===== src/rtl/tictactoe_pkg.sv =====
// +--------------------------------------------------------------------------+
// | Package : tictactoe_pkg                                                    |
// | Brief   : Cell/winner encodings, board size and the 8-line lookup table.   |
// | Rev     : 1.0  initial release                                             |
// +--------------------------------------------------------------------------+
`default_nettype none

package tictactoe_pkg;

    typedef enum logic [1:0] {
        CELL_EMPTY = 2'b00,
        CELL_X     = 2'b01,
        CELL_O     = 2'b10
    } cell_t;

    typedef enum logic [1:0] {
        WINNER_NONE = 2'b00,
        WINNER_X    = 2'b01,
        WINNER_O    = 2'b10
    } winner_t;

    localparam int N_CELLS   = 9;
    localparam int LAST_POS  = 8;
    localparam int N_LINES   = 8;
    localparam int MOVES_MAX = 9;

    // Index order matches the win_line bit order: rows, columns, 0-4-8, 2-4-6.
    localparam logic [N_LINES-1:0][2:0][3:0] LINE_TABLE = {
        {4'd6, 4'd4, 4'd2},
        {4'd8, 4'd4, 4'd0},
        {4'd8, 4'd5, 4'd2},
        {4'd7, 4'd4, 4'd1},
        {4'd6, 4'd3, 4'd0},
        {4'd8, 4'd7, 4'd6},
        {4'd5, 4'd4, 4'd3},
        {4'd2, 4'd1, 4'd0}
    };

endpackage

`default_nettype wire


===== src/rtl/win_line_detector.sv =====
// +--------------------------------------------------------------------------+
// | Module  : win_line_detector                                                |
// | Brief   : Flags every board line fully owned by the given player code.    |
// | Rev     : 1.0  initial release                                             |
// +--------------------------------------------------------------------------+
`default_nettype none

module win_line_detector
    import tictactoe_pkg::*;
(
    input  logic [2*N_CELLS-1:0] i_board,
    input  logic [1:0]           i_player,
    output logic [N_LINES-1:0]   o_hits
);

    for (genvar l = 0; l < N_LINES; l++) begin : g_line
        localparam int C_A = int'(LINE_TABLE[l][0]);
        localparam int C_B = int'(LINE_TABLE[l][1]);
        localparam int C_C = int'(LINE_TABLE[l][2]);

        assign o_hits[l] = (i_board[2*C_A +: 2] == i_player) &&
                           (i_board[2*C_B +: 2] == i_player) &&
                           (i_board[2*C_C +: 2] == i_player);
    end

endmodule

`default_nettype wire


===== src/rtl/board_position_tracker.sv =====
// +--------------------------------------------------------------------------+
// | Module  : board_position_tracker                                           |
// | Brief   : 3x3 board store, move legality and registered win/draw status.  |
// |           Optional macro WIN_LINE_EN adds the one-hot win_line output.     |
// | Rev     : 1.0  initial release                                             |
// +--------------------------------------------------------------------------+
`default_nettype none

module board_position_tracker
    import tictactoe_pkg::*;
#(
    parameter int POS_W = 4
)
(
    input  logic                 clock,
    input  logic                 reset,
    input  logic                 player_O_play,
    input  logic                 player_X_play,
    input  logic [POS_W-1:0]     pos_O,
    input  logic [POS_W-1:0]     pos_X,
    output logic                 illegal_move,
    output logic                 no_space,
    output logic                 win,
    output logic [1:0]           winner,
    output logic [2*N_CELLS-1:0] board,
    output logic [3:0]           move_count
`ifdef WIN_LINE_EN
    ,
    output logic [N_LINES-1:0]   win_line
`endif
);

    logic [2*N_CELLS-1:0] r_board;
    logic [3:0]           r_move_count;
    logic                 r_win;
    logic [1:0]           r_winner;
    logic                 r_no_space;

    logic                 w_any_play;
    logic                 w_both_play;
    logic [POS_W-1:0]     w_target;
    logic [1:0]           w_code;
    logic                 w_target_occupied;
    logic                 w_illegal;
    logic                 w_accept;
    logic [N_LINES-1:0]   w_hits_x;
    logic [N_LINES-1:0]   w_hits_o;
    logic                 w_line_hit;

    assign w_any_play  = player_O_play | player_X_play;
    assign w_both_play = player_O_play & player_X_play;
    assign w_target    = player_O_play ? pos_O : pos_X;
    assign w_code      = player_O_play ? CELL_O : CELL_X;

    // Out-of-range targets match no cell and are caught by the range check.
    always_comb begin
        w_target_occupied = 1'b0;
        for (int i = 0; i < N_CELLS; i++) begin
            if (w_target == POS_W'(i)) begin
                w_target_occupied = (r_board[2*i +: 2] != CELL_EMPTY);
            end
        end
    end

    assign w_illegal = w_any_play &&
                       (w_both_play || (w_target > POS_W'(LAST_POS)) ||
                        w_target_occupied || r_win);
    assign w_accept  = w_any_play && !w_illegal;

    always_ff @(posedge clock or negedge reset) begin
        if (!reset) begin
            r_board      <= '0;
            r_move_count <= '0;
        end else if (w_accept) begin
            for (int i = 0; i < N_CELLS; i++) begin
                if (w_target == POS_W'(i)) begin
                    r_board[2*i +: 2] <= w_code;
                end
            end
            if (r_move_count != 4'(MOVES_MAX)) begin
                r_move_count <= r_move_count + 4'd1;
            end
        end
    end

    win_line_detector u_detect_x (
        .i_board  (r_board),
        .i_player (CELL_X),
        .o_hits   (w_hits_x)
    );

    win_line_detector u_detect_o (
        .i_board  (r_board),
        .i_player (CELL_O),
        .o_hits   (w_hits_o)
    );

    assign w_line_hit = |(w_hits_x | w_hits_o);

    // Only one cell changes per edge, so X and O can never hit together.
    always_ff @(posedge clock or negedge reset) begin
        if (!reset) begin
            r_win      <= 1'b0;
            r_winner   <= WINNER_NONE;
            r_no_space <= 1'b0;
        end else begin
            r_no_space <= (r_move_count == 4'(MOVES_MAX));
            if (!r_win && w_line_hit) begin
                r_win    <= 1'b1;
                r_winner <= (|w_hits_x) ? WINNER_X : WINNER_O;
            end
        end
    end

`ifdef WIN_LINE_EN
    logic [N_LINES-1:0] r_win_line;

    always_ff @(posedge clock or negedge reset) begin
        if (!reset) begin
            r_win_line <= '0;
        end else if (!r_win && w_line_hit) begin
            r_win_line <= w_hits_x | w_hits_o;
        end
    end

    assign win_line = r_win_line;
`endif

    assign illegal_move = w_illegal;
    assign no_space     = r_no_space;
    assign win          = r_win;
    assign winner       = r_winner;
    assign board        = r_board;
    assign move_count   = r_move_count;

endmodule

`default_nettype wire


===== config.mk =====
export PLATFORM = sky130hd
export DESIGN_NAME = board_position_tracker
export DESIGN_NICKNAME = d
export VERILOG_FILES = /design/src/rtl/tictactoe_pkg.sv /design/src/rtl/win_line_detector.sv /design/src/rtl/board_position_tracker.sv
export SDC_FILE = /design/constraint.sdc
export NUM_CORES = 1
export LEC_CHECK = 0
export ABC_AREA = 1
export BUFFER_PORTS_ARGS = -buffer_cell sky130_fd_sc_hd__buf_2
export CELL_PAD_IN_SITES_DETAIL_PLACEMENT = 0
export CELL_PAD_IN_SITES_GLOBAL_PLACEMENT = 1
export CORE_MARGIN = 4
export CORE_UTILIZATION = 35
export CTS_BUF_LIST = sky130_fd_sc_hd__clkbuf_8
export CTS_CLUSTER_SIZE = 14
export DETAILED_ROUTE_END_ITERATION = 10
export PLACE_DENSITY = 0.75
export SLEW_MARGIN = 15
export SYNTH_ARGS = -nofsm -noshare
export SYNTH_HDL_FRONTEND = slang
export SYNTH_SLANG_ARGS = --single-unit

===== constraint.sdc =====
create_clock -name clock -period 1.3 [get_ports clock]
set_input_delay 0.13 -clock clock [delete_from_list [all_inputs] [get_ports clock]]
set_output_delay 0.13 -clock clock [all_outputs]
set_load 0.05 [all_outputs]

# Yosys cells after proc, flatten, opt, wreduce, memory -nomap -nowiden
# Cells that the tools add are included.
[totals]
reg_bits = 26
in_bits = 12
out_inout_bits = 27
[classes]
add_sub_neg = 1
magnitude_cmp = 1
eq_ne = 28
muxes = 12
bitwise_logic = 3
reduce_logical = 62
[op_table]
columns = ["op", "n"]
rows = [
  ["logical AND 1 bit", 35],
  ["AND reduction 2 bit", 10],
  ["== test 2 x 1 -> 1 bit (second input constant)", 9],
  ["== test 2 bit (second input constant)", 9],
  ["nonzero test 2 bit", 9],
  ["== test 4 x 3 -> 1 bit (second input constant)", 4],
  ["OR reduction 8 bit", 2],
  ["2-to-1 mux 1 bit", 9],
  ["== test 4 x 2 -> 1 bit (second input constant)", 2],
  ["== test 4 bit (second input constant)", 2],
  ["bitwise OR 8 bit", 1],
  ["adder 4 x 1 -> 4 bit (second input constant)", 1],
  ["== test 4 x 1 -> 1 bit (second input constant)", 1],
  ["greater-than comparator 4 bit (second input constant)", 1],
  ["logical NOT 4 bit", 1],
  ["2-to-1 mux 2 bit", 2],
  ["2-to-1 mux 4 bit", 1],
  ["!= test 4 bit (second input constant)", 1],
  ["logical OR 1 bit", 3],
  ["logical NOT 1 bit", 2],
  ["bitwise AND 1 bit", 1],
  ["bitwise OR 1 bit", 1],
]

# Depth between registers and ports, before layout
[depth]
depth_word = 17
depth_mapped = 15
mapped_depth_nobuf = 13

# Hierarchy
# From an unflattened synthesis, not the netlist that was laid out.
[hier_totals]
cells_unflattened = 409
hier_area_um2 = 2364.8
[by_module_without_submodules]
columns = ["module", "instances", "cells_per_inst", "area_each_um2", "seq_area_each_um2"]
rows = [
  ["board_position_tracker", 1, 205, 1498.9, 650.6],
  ["win_line_detector", 2, 102, 432.9, 0.0],
]

# Worst setup path after synthesis
# OpenSTA, ideal clock, no wires.
[synth_timing]
kind = "flip-flop to output port"
start = "register r_board[6], in the netlist board[6]"
end = "output illegal_move"
t_arrival_ns = 1.788
required_time_ns = 1.170
slack_ns = -0.618
path_stages_with_launch = 10
path_buffers = 1
cell_sequence = "dfrtp_1 inv_1 nand2_1 nand3_2 nand4_1 nor2_2 nand4_2 nor2_4 buf_6 a21oi_2"
[synth_via]
elab_chain_cells = 10
[synth_rtl]
columns = ["item", "line", "source"]
rows = [
  ["start, declared", "board_position_tracker.sv:33", "logic [2*N_CELLS-1:0] r_board;"],
  ["start signal, assigned by index", "board_position_tracker.sv:77", "r_board[2*i +: 2] <= w_code;"],
  ["nonzero test 2 bit", "board_position_tracker.sv:60", "w_target_occupied = (r_board[2*i +: 2] != CELL_EMPTY);"],
  ["2-to-1 mux 1 bit (6 in a row)", "board_position_tracker.sv:59", "if (w_target == POS_W'(i)) begin"],
  ["logical OR 1 bit", "board_position_tracker.sv:66", "(w_both_play || (w_target > POS_W'(LAST_POS)) ||"],
  ["logical OR 1 bit", "board_position_tracker.sv:67", "w_target_occupied || r_win);"],
  ["logical AND 1 bit", "board_position_tracker.sv:65", "assign w_illegal = w_any_play &&"],
  ["end, declared", "board_position_tracker.sv:21", "output logic illegal_move,"],
]
# No other way between the ends.

# Final worst setup path
[layout_timing]
start = "register r_board[2], in the netlist board[2]"
end = "output illegal_move"
[layout_via]
elab_chain_cells = 12
[layout_rtl]
columns = ["item", "line"]
rows = [
  ["nonzero test 2 bit", "board_position_tracker.sv:60"],
  ["2-to-1 mux 1 bit (8 in a row)", "board_position_tracker.sv:59"],
  ["logical OR 1 bit", "board_position_tracker.sv:66"],
  ["logical OR 1 bit", "board_position_tracker.sv:67"],
  ["logical AND 1 bit", "board_position_tracker.sv:65"],
]
# No other way between the ends.

==> out/metrics.csv <==
stage;metric;value;unit
detailed_routing;Initial DRC Count;47;
final_layout;Reg area;676;sq um
timing;Slew Viols, Final;0;
worst_setup_path;R2R Path End;board[9];
final_layout;commonest non-fill, non-tap cell in the layout;buf_4;
final_layout;fraction of layout cells with a size suffix above 1;0.535;
detailed_routing;vias post-DR;1903;
floorplan;starting density of the core;0.370;
global_route;GRT Util Overall;0.167;
detailed_routing;drt pass-1 iters;4;
final_layout;nets@finish;368;
worst_setup_path;reg2reg start;board[2];
timing;final hold vios;0;
final_layout;Final Util;0.575;
detailed_routing;wire per inst;11.3;microns
worst_setup_path;Critical Path Sink Type;primary output;
worst_setup_path;crit path DAT;1530;ps
global_route;global route total overflow;0;
place;port buffer count;38;
floorplan;row count;25;
outcome;failing checks;setup timing;
timing;minimum clock period;1660;ps
worst_setup_path;critical path required time;1170;ps
place;post-DP HPWL;3.94;mm
yosys;average size of a mapped cell;7.21;sq um
power_and_ir_drop;VDD IR max;941;uV
timing;worst slew pin tran;606;ps
floorplan;chip width;79.4;microns
clock_network;clock-pin slew on the worst setup and hold paths;100;ps
min_path;Hold Crit Start;player_X_play;
yosys;register area share after synthesis;0.365;
yosys;Distinct cells, synth;28;
min_path;hold path depth;4;
final_layout;design area;0.00277;sq mm
timing;Worst Slack Setup Final;-362;ps
detailed_routing;total wire length;4.75;mm
yosys;Syn Inst Count;247;
clock_network;clock sinks;26;
yosys;post-synth net total;261;
clock_network;Root Buffer;clkbuf_8;
timing;fmax;0.602;GHz
place;area of placed instances;0.00256;sq mm
power_and_ir_drop;static leakage;1.41;nW
yosys;number of synthesized register bits;26;
worst_setup_path;R2R cell count;11;
global_route;first-pass GRT wire length;8.31;mm
worst_setup_path;R2R setup slack;-280;ps
clock_network;clock buffer depth;2;
clock_network;clock buffers created by TritonCTS;3;
timing;Slew HR;0.596;
timing;final worst path period share;1.28;
place;Placer Congestion;0.878;
final_layout;most frequent cells in the layout;buf_4, nand2_1, buf_2, inv_1, nand4_1;
job;MaxCap Viol Count;0;
min_path;Hold EP;board[16];
timing;Final Setup Violations;26;
final_layout;Layout area overhead;55.5;%
timing;RSZ-0062 raised after global routing;yes;
timing;Worst Skew;11.8;ps
global_route;initial antenna violation count;0;
floorplan;num ports;39;
detailed_routing;number of remaining DRC errors;0;
final_layout;# diodes;0;
floorplan;Die H;79.4;microns
worst_setup_path;CP Max Fanout;2;
yosys;Ys Warns;0;
yosys;Synth Cell Area;0.00178;sq mm
detailed_routing;antenna-violating nets left;0;
floorplan;DIE AREA;0.00630;sq mm
worst_setup_path;critical path type;flip-flop to primary output;
clock_network;H-tree levels;1;
global_route;vias in the first global route;1853;
outcome;status;finished with violations;
final_layout;fill cell count;494;
worst_setup_path;crit start category;flip-flop;
power_and_ir_drop;PD cells;902;mW/mm^2
clock_network;clock latency on the worst-skew pair;280;ps
detailed_routing;Vias/cell;4.53;
clock_network;CTS tree;done;
global_route;pin count of the biggest net entering global routing;27;
min_path;worst min path class;input port to flip-flop;
floorplan;Placeable Area;0.00482;sq mm
final_layout;Multi-input gate area;0.00100;sq mm
==> how the worst max path moves through the flow <==
stage | endpoint | cells after the start | from | slack [ps]
6_report | illegal_move | 9 | board[2] | -360
5_1_grt | illegal_move | 9 | board[2] | -470
4_1_cts | illegal_move | 9 | board[6] | -430
3_5_place_dp | illegal_move | 12 | player_O_play | -460
3_3_place_gp | illegal_move | 12 | player_O_play | -440
2_1_floorplan | illegal_move | 9 | board[5] | -270
==> cell families after synthesis <==
group / after synthesis / synth area share
AOI/OAI and AO/OA: 16 / 0.0520
xor gates and xnor gates: 2 / 0.00983
adders and majority gates: 2 / 0.0140
buffers and inverters: 50 / 0.126
DFF: 26 / 0.365
and+or+nand+nor: 151 / 0.433
==> Yosys cell counts (all sizes together) <==
master / count / share of area
nand4: 26 / 0.098
o21ai: 10 / 0.030
buf: 7 / 0.030
nand2: 80 / 0.20
nand3: 14 / 0.049
a211oi: 1 / 0.0042
inv: 43 / 0.096
nor2: 26 / 0.074
a21oi: 4 / 0.013
dfrtp: 26 / 0.37
a22oi: 1 / 0.0042
ha: 2 / 0.014
xnor2: 2 / 0.0098
nor3: 5 / 0.014
==> per-layer routing <==
| metal | share of wire | track usage | vias to the layer above |
|---|---|---|---|
| li1 | - | - | 1004 |
| met1 | 0.47 | 0.221 | 862 |
| met2 | 0.48 | 0.286 | 32 |
| met3 | 0.035 | 0.0272 | 5 |
| met4 | 0.010 | 0.0361 | 0 |
| met5 | 0 | 0 | - |
==> worst max-delay path: stages (launching register included) <==
cell and delay [ps]:
dfrtp_2 420, inv_2 60, nand2_2 60, nand3_2 70, nand4_1 110, nor2_2 100, nand4_2 100, nor2_4 130
a21oi_4 40, buf_6 150
==> stage by stage <==
stage | setup slack [ps] | total power (W) | cells | setup TNS [ps] | hold slack [ps]
2_1_floorplan | -274 | 0.00154 | 247 | -4890 | -166
3_3_place_gp | -442 | 0.00181 | 412 | -9090 | 178
3_5_place_dp | -462 | 0.00182 | 412 | -10290 | 180
4_1_cts | -428 | 0.00254 | 419 | -7300 | 253
5_1_grt | -473 | 0.00266 | 420 | -9370 | 269
6_report | -362 | 0.00250 | 420 | -6110 | 259
==> flip-flops by register name, summed over array words and instances, names as in the netlist <==
name	count
no_space	1
winner	2
board	18
win	1
move_count	4
==> repair_timing <==
item / in CTS / in global routing
endpoints found under the setup margin: 27 / 28
buffers inserted: 4 / 1
hold buffers: 1 / 0
pin swaps: 9 / 8
endpoints found under the hold margin: 26 / 0
resized for setup: 19 / 15
==> where the power goes <==
group          total (W)  internal (W)  switching, W
Clock           0.000685      0.000413      0.000272
Sequential      0.000923      0.000872     0.0000518
Combinational   0.000891      0.000318      0.000572
Total            0.00250       0.00160      0.000896
==> final cells by class <==
| type | instances | share of cell area |
|---|---|---|
| timing repair buffer | 109 | 0.277 |
| clock buffer | 3 | 0.0149 |
| inverter | 43 | 0.0619 |
| clock inverter | 1 | 0.0108 |
| multi-input combinational | 171 | 0.362 |
| sequential | 26 | 0.244 |
| tap | 67 | 0.0302 |
No activity file was read; power rests on OpenSTA's default activity.
